==> src/rtl/ccff_bitstream_loader_pkg.sv <==
// Shared types for the ccff bitstream loader and its word serialiser.
package ccff_loader_pkg;

    typedef enum logic [1:0] {
        IDLE  = 2'd0,
        FETCH = 2'd1,
        SHIFT = 2'd2,
        DONE  = 2'd3
    } ccff_state_t;

endpackage

==> src/rtl/ccff_word_serializer.sv <==
// Parallel-load shift register with a wrapping in-word bit counter. Serialises
// bitstream words MSB-first, or packs a serial stream when fed through serial_i.
module ccff_word_serializer #(
    parameter int WORD_W = 32,
    parameter int WB_W   = $clog2(WORD_W)
) (
    input  logic              clk_i,
    input  logic              rst_i,
    input  logic              load_i,
    input  logic [WORD_W-1:0] data_i,
    input  logic              shift_i,
    input  logic              serial_i,
    output logic [WORD_W-1:0] shreg_o,
    output logic              msb_d_o,
    output logic [WB_W-1:0]   cnt_o
);

    logic [WORD_W-1:0] shreg_q, shreg_d;
    logic [WB_W-1:0]   cnt_q, cnt_d;

    always_comb begin
        shreg_d = shreg_q;
        cnt_d   = cnt_q;
        if (load_i) begin
            shreg_d = data_i;
            cnt_d   = '0;
        end else if (shift_i) begin
            shreg_d = {shreg_q[WORD_W-2:0], serial_i};
            cnt_d   = (cnt_q == WB_W'(WORD_W-1)) ? '0 : cnt_q + WB_W'(1);
        end
    end

    always_ff @(posedge clk_i) begin
        if (rst_i) begin
            shreg_q <= '0;
            cnt_q   <= '0;
        end else begin
            shreg_q <= shreg_d;
            cnt_q   <= cnt_d;
        end
    end

    assign shreg_o = shreg_q;
    assign msb_d_o = shreg_d[WORD_W-1];
    assign cnt_o   = cnt_q;

endmodule

==> src/rtl/ccff_bitstream_loader.sv <==
// Loads CHAIN_LEN bits per start from a valid/ready word stream into the ccff chain head.
// Define CCFF_READBACK_EN to also pack ccff_tail into rb_data words.
module ccff_bitstream_loader
    import ccff_loader_pkg::*;
#(
    parameter int CHAIN_LEN = 4096,
    parameter int WORD_W    = 32
) (
    input  logic              prog_clk,
    input  logic              prog_reset,
    input  logic              start,
    input  logic              abort,
    input  logic [WORD_W-1:0] s_data,
    input  logic              s_valid,
    output logic              s_ready,
    output logic              ccff_head,
    output logic              ccff_shift_en,
    input  logic              ccff_tail,
    output logic              busy,
    output logic              done,
    output logic              aborted,
    output logic [WORD_W-1:0] rb_data,
    output logic              rb_valid
);

    localparam int CNT_W = $clog2(CHAIN_LEN+1);
    localparam int WB_W  = $clog2(WORD_W);

    ccff_state_t      state_q, state_d;
    logic [CNT_W-1:0] bit_cnt_q, bit_cnt_d;
    logic             head_q, head_d;
    logic             shift_en_q, shift_en_d;
    logic             aborted_q, aborted_d;
    logic             abort_hit, ld_word, word_last, chain_last, ser_msb_d;
    logic [WB_W-1:0]  ser_cnt;
    logic [WORD_W-1:0] unused_ser_shreg;

    assign abort_hit  = abort && (state_q == FETCH || state_q == SHIFT);
    // abort wins over a same-cycle handshake: the word is dropped
    assign ld_word    = (state_q == FETCH) && s_valid && !abort;
    assign word_last  = ser_cnt == WB_W'(WORD_W-1);
    assign chain_last = bit_cnt_q == CNT_W'(CHAIN_LEN-1);

    ccff_word_serializer #(.WORD_W(WORD_W), .WB_W(WB_W)) u_ser (
        .clk_i    (prog_clk),
        .rst_i    (prog_reset),
        .load_i   (ld_word),
        .data_i   (s_data),
        .shift_i  (state_q == SHIFT),
        .serial_i (1'b0),
        .shreg_o  (unused_ser_shreg),
        .msb_d_o  (ser_msb_d),
        .cnt_o    (ser_cnt)
    );

    always_ff @(posedge prog_clk) begin
        if (prog_reset) state_q <= IDLE;
        else            state_q <= state_d;
    end

    always_comb begin
        state_d = state_q;
        case (state_q)
            IDLE:    if (start) state_d = FETCH;
            FETCH:   if (abort) state_d = IDLE;
                     else if (s_valid) state_d = SHIFT;
            SHIFT:   if (abort) state_d = IDLE;
                     else if (chain_last) state_d = DONE;
                     else if (word_last) state_d = FETCH;
            DONE:    state_d = IDLE;
            default: state_d = IDLE;
        endcase
    end

    // head/shift_en are registered from the next state so they line up with SHIFT cycles
    always_comb begin
        s_ready    = state_q == FETCH;
        busy       = state_q == FETCH || state_q == SHIFT;
        done       = state_q == DONE;
        shift_en_d = state_d == SHIFT;
        head_d     = shift_en_d & ser_msb_d;
        aborted_d  = abort_hit;
        bit_cnt_d  = bit_cnt_q;
        if (state_q == IDLE && start) bit_cnt_d = '0;
        else if (state_q == SHIFT)    bit_cnt_d = bit_cnt_q + CNT_W'(1);
    end

    always_ff @(posedge prog_clk) begin
        if (prog_reset) begin
            bit_cnt_q  <= '0;
            head_q     <= 1'b0;
            shift_en_q <= 1'b0;
            aborted_q  <= 1'b0;
        end else begin
            bit_cnt_q  <= bit_cnt_d;
            head_q     <= head_d;
            shift_en_q <= shift_en_d;
            aborted_q  <= aborted_d;
        end
    end

    assign ccff_head     = head_q;
    assign ccff_shift_en = shift_en_q;
    assign aborted       = aborted_q;

`ifdef CCFF_READBACK_EN
    logic              rb_clr, rb_evt, rb_valid_q, unused_rb_msb, unused_rb_top;
    logic [WORD_W-1:0] rb_shreg, rb_word, rb_data_q, rb_data_d;
    logic [WB_W-1:0]   rb_cnt;

    assign rb_clr = (state_q == IDLE && start) || abort_hit;
    // tail is sampled on the same edge the chain shifts, i.e. every SHIFT cycle
    assign rb_evt = shift_en_q && (rb_cnt == WB_W'(WORD_W-1) || chain_last);
    assign rb_word = {rb_shreg[WORD_W-2:0], ccff_tail};
    assign unused_rb_top = rb_shreg[WORD_W-1];

    ccff_word_serializer #(.WORD_W(WORD_W), .WB_W(WB_W)) u_rb (
        .clk_i    (prog_clk),
        .rst_i    (prog_reset),
        .load_i   (rb_clr),
        .data_i   ('0),
        .shift_i  (shift_en_q),
        .serial_i (ccff_tail),
        .shreg_o  (rb_shreg),
        .msb_d_o  (unused_rb_msb),
        .cnt_o    (rb_cnt)
    );

    // partial final word is left-justified; the shift also discards stale upper bits
    always_comb begin
        rb_data_d = rb_data_q;
        if (rb_evt) rb_data_d = rb_word << (WB_W'(WORD_W-1) - rb_cnt);
    end

    always_ff @(posedge prog_clk) begin
        if (prog_reset) begin
            rb_data_q  <= '0;
            rb_valid_q <= 1'b0;
        end else begin
            rb_data_q  <= rb_data_d;
            rb_valid_q <= rb_evt;
        end
    end

    assign rb_data  = rb_data_q;
    assign rb_valid = rb_valid_q;
`else
    logic unused_tail;
    assign unused_tail = ccff_tail;
    assign rb_data     = '0;
    assign rb_valid    = 1'b0;
`endif

endmodule

==> config.mk <==
export PLATFORM = sky130hd
export DESIGN_NAME = ccff_bitstream_loader
export DESIGN_NICKNAME = d
export VERILOG_FILES = /design/src/rtl/ccff_bitstream_loader_pkg.sv /design/src/rtl/ccff_word_serializer.sv /design/src/rtl/ccff_bitstream_loader.sv
export SDC_FILE = /design/constraint.sdc
export NUM_CORES = 1
export LEC_CHECK = 0
export CELL_PAD_IN_SITES_DETAIL_PLACEMENT = 0
export CELL_PAD_IN_SITES_GLOBAL_PLACEMENT = 1
export CORE_ASPECT_RATIO = 0.8
export CORE_MARGIN = 5
export CORE_UTILIZATION = 30
export CTS_BUF_LIST = sky130_fd_sc_hd__clkbuf_2
export DETAILED_ROUTE_END_ITERATION = 6
export MAX_ROUTING_LAYER = met4
export PLACE_DENSITY_LB_ADDON = 0.1
export REMOVE_ABC_BUFFERS = 1
export SLEW_MARGIN = 20
export SYNTH_ARGS = -nofsm -noshare
export SYNTH_HDL_FRONTEND = slang
export SYNTH_HIERARCHICAL = 1
export SYNTH_SLANG_ARGS = --single-unit
==> constraint.sdc <==
create_clock -name prog_clk -period 1.75 [get_ports prog_clk]
set_input_delay 0.4375 -clock prog_clk [delete_from_list [all_inputs] [get_ports prog_clk]]
set_output_delay 0.4375 -clock prog_clk [all_outputs]
set_load 0.02 [all_outputs]
==> impl_metrics.csv <==
group,metric,value,unit
status,outcome,"complete, but fails checks",
status,violations,"setup timing",
die,die-area,0.0118,sq mm
cts,numCtsBuffers,5,
die,die_width,120,um
die,rows,32,
route,top_layer_used,"met4",
worst_setup_path,crit_required,1310,ps
job,cap_violations,0,
yosys,synth_xor_area_share,3.59,%
yosys,synth_cells,301,
grt,grt_pass1_vias,2076,
yosys,synthArstFlopShare,0,%
min_path,hold_class,"in2reg",
grt,grt-ovfl-total,0,
worst_setup_path,worstSetupStartpointType,"flip-flop",
cells_and_area,diodes,0,
sta,whs,504,ps
route,via_per_inst,4.31,
yosys,synth-seq-cells,55,
yosys,synth_top_family_by_area,"multiplexers",
sta,maxSlewViolCount,0,
die,core,0.00957,sq mm
yosys,synth.avg_cell_area,9.71,sq um
route,wl_per_cell,12.5,um
cells_and_area,stdcell_area,0.00359,sq mm
worst_setup_path,end_kind,"primary output",
cells_and_area,nets,399,
grt,grt_max_degree,25,
placed_design,post-place-ws,-203,ps
route,via_count,2037,
cells_and_area,postLayoutCoreUtil,37.5,%
placed_design,dp.cells,464,
placed_design,dpl_cell_area,0.00345,sq mm
placed_design,gp_congestion,0.745,
sta,skew,21.9,ps
yosys,synth_flop_cell,"dfxtp_1",
sta,layout_setup_ws,-11.8,ps
yosys,synth_cell_types,37,
sta,finalSetupViolations,1,
yosys,synth-simple-area-share,14.1,%
sta,rsz0062_at_grt,"true",
cts,cts_root_buf,"clkbuf_2",
sta,fin_crit_sh,101,%
cts,clk_latency,490,ps
yosys,netlist_area,0.00292,sq mm
worst_setup_path,arrival,1320,ps
cts,cts.sinks,55,
pwr,p_leak,1.39,nW
worst_setup_path,worstSetupPathType,"reg2out",
cts,clkSlewWorstSetupHoldPaths,300,ps
yosys,yosysSeqAreaShare,37.7,%
yosys,ys_top_cells_by_area,"dfxtp_1 38%, mux2i_1 12%, mux2_2 10%",
route,wl,5.89,mm
die,die_y,98.3,um
cells_and_area,syn_to_final_growth,22.7,%
placed_design,dpl.hpwl,4.30,mm
worst_setup_path,cp_max_fo,4,
die,io_pins,77,
pwr,p_per_area,591,mW/mm^2
route,ant_nets,0,
cells_and_area,fin_cells,473,
cts,cts_buffer_depth,2,
sta,clock.fmax,568,MHz
yosys,synth_compound_area_share,4.36,%
route,m1WireLength,2.99,mm
yosys,synth_mux_area_share,24.3,%
route,drc,0,
yosys,synth_area_leader_cell,"dfxtp_1",
pwr,ir_worst_vdd,0.000278,V
route,drt_iter0_markers,90,
route,dr_wl_met2,2.51,mm
yosys,yosys.area.top_type_share,37.7,%
cells_and_area,multiInputGateArea,0.00165,sq mm
cells_and_area,fillCellCount,952,
yosys,synth-edff-count,0,
grt,grt.total_usage,10.6,%
yosys,yosysWarnings,6,
yosys,synth-adder-area-share,3.42,%
route,met3_length,329,um
cts,h-tree-depth,2,
sta,fin_crit,1760,ps
sta,fin_setup_tns,-11.8,ps
die,start_util,30.6,%
route,drt-pass1-iter-count,3,
cts,cts_tree,"yes",
grt,antenna_found_initial,0,
sta,hold_viol,0,
pwr,report.power.total,2.12,mW
placed_design,io_buffers,42,
cts,hold_buffers,0,
grt,grt_pass1_wl,9.85,mm
cells_and_area,seq_area,0.00110,sq mm
cells_and_area,drive_gt1_share,20.6,%
cells in the final DEF (no fill, tap or decap), drive strengths merged, types with 7 or more instances in the layout:
cell           instances
nor2                  48
nand2                  9
dfxtp                 55
ha                     8
xor2                   7
mux2                  31
buf                   22
clkdlybuf4s50         36
mux2i                 36
conb                  34
sequential cells by signal, indices dropped and copies added, names as in the netlist:
register and flops:
ccff_head 1, aborted 1, u_ser/cnt_o 5, state_q 2, ccff_shift_en 1, bit_cnt_q 13, u_ser/shreg_o 32
routing by layer:
metal  GRT usage (%)  up-vias
met1            14.0      925
li1                -     1059
met2            15.1       45
met4            3.40        0
met5               -        -
met3            3.53        8
final timing paths:
| kind | slack (ps) | from | endpoint | cells after the start |
|---|---|---|---|---|
| worst min register to register | 530 | bit_cnt_q[6]$_SDFFE_PP0P_ | bit_cnt_q[6]$_SDFFE_PP0P_ | 2 |
| worst min-delay path | 500 | s_data[10] | u_ser/shreg_o[10]$_SDFFE_PP0P_ | 3 |
| worst max register to register | 110 | state_q[1]$_SDFF_PP0_ | bit_cnt_q[11]$_SDFFE_PP0P_ | 7 |
| worst max-delay path | -10 | state_q[1]$_SDFF_PP0_ | busy | 3 |
cell families after synthesis:
group                    count (synthesis)
other                                    1
XOR/XNOR                                12
AND/OR/NAND/NOR                         87
flip-flops                              55
AO/OA/AOI/OAI                           17
adder cells (fa/ha/maj)                  8
multiplexers                            67
buffers and inverters                   54
synth_stat cells, drive strengths merged, types with 4 or more instances:
cell and instances:
nand4 6, mux2i 36, and3 4, nand2 9
ha 8, dfxtp 55, xnor2 5, nor3 6
buf 43, nor2 48, o21ai 6, clkbuf 6
inv 5, mux2 31, xor2 7, nand3 4
a21oi 4
power breakdown:
group | total (mW) | switching (mW) | internal (mW)
Sequential | 1.28 | 0.00728 | 1.27
Clock | 0.542 | 0.433 | 0.109
Combinational | 0.299 | 0.156 | 0.143
critical path: stages (launching register included):
cell and delay (ps):
dfxtp_2 420, inv_4 60, ha_4 260, buf_6 110
area by class of cell:
type                            count  area share [%]
Multi-Input combinational cell    225            46.0
Sequential cell                    55            30.8
Timing Repair Buffer               61            17.2
Tap cell                          119            4.15
Clock buffer                        6           0.837
Inverter                            5           0.663
Clock inverter                      2           0.453
timing repair:
item                       4_1_cts  5_1_grt
buffers inserted                 0        1
resized for setup               30       10
pin swaps                        1        4
gates cloned                     0        0
setup endpoints to repair        7       11
(Power assumes the default switching activity.)
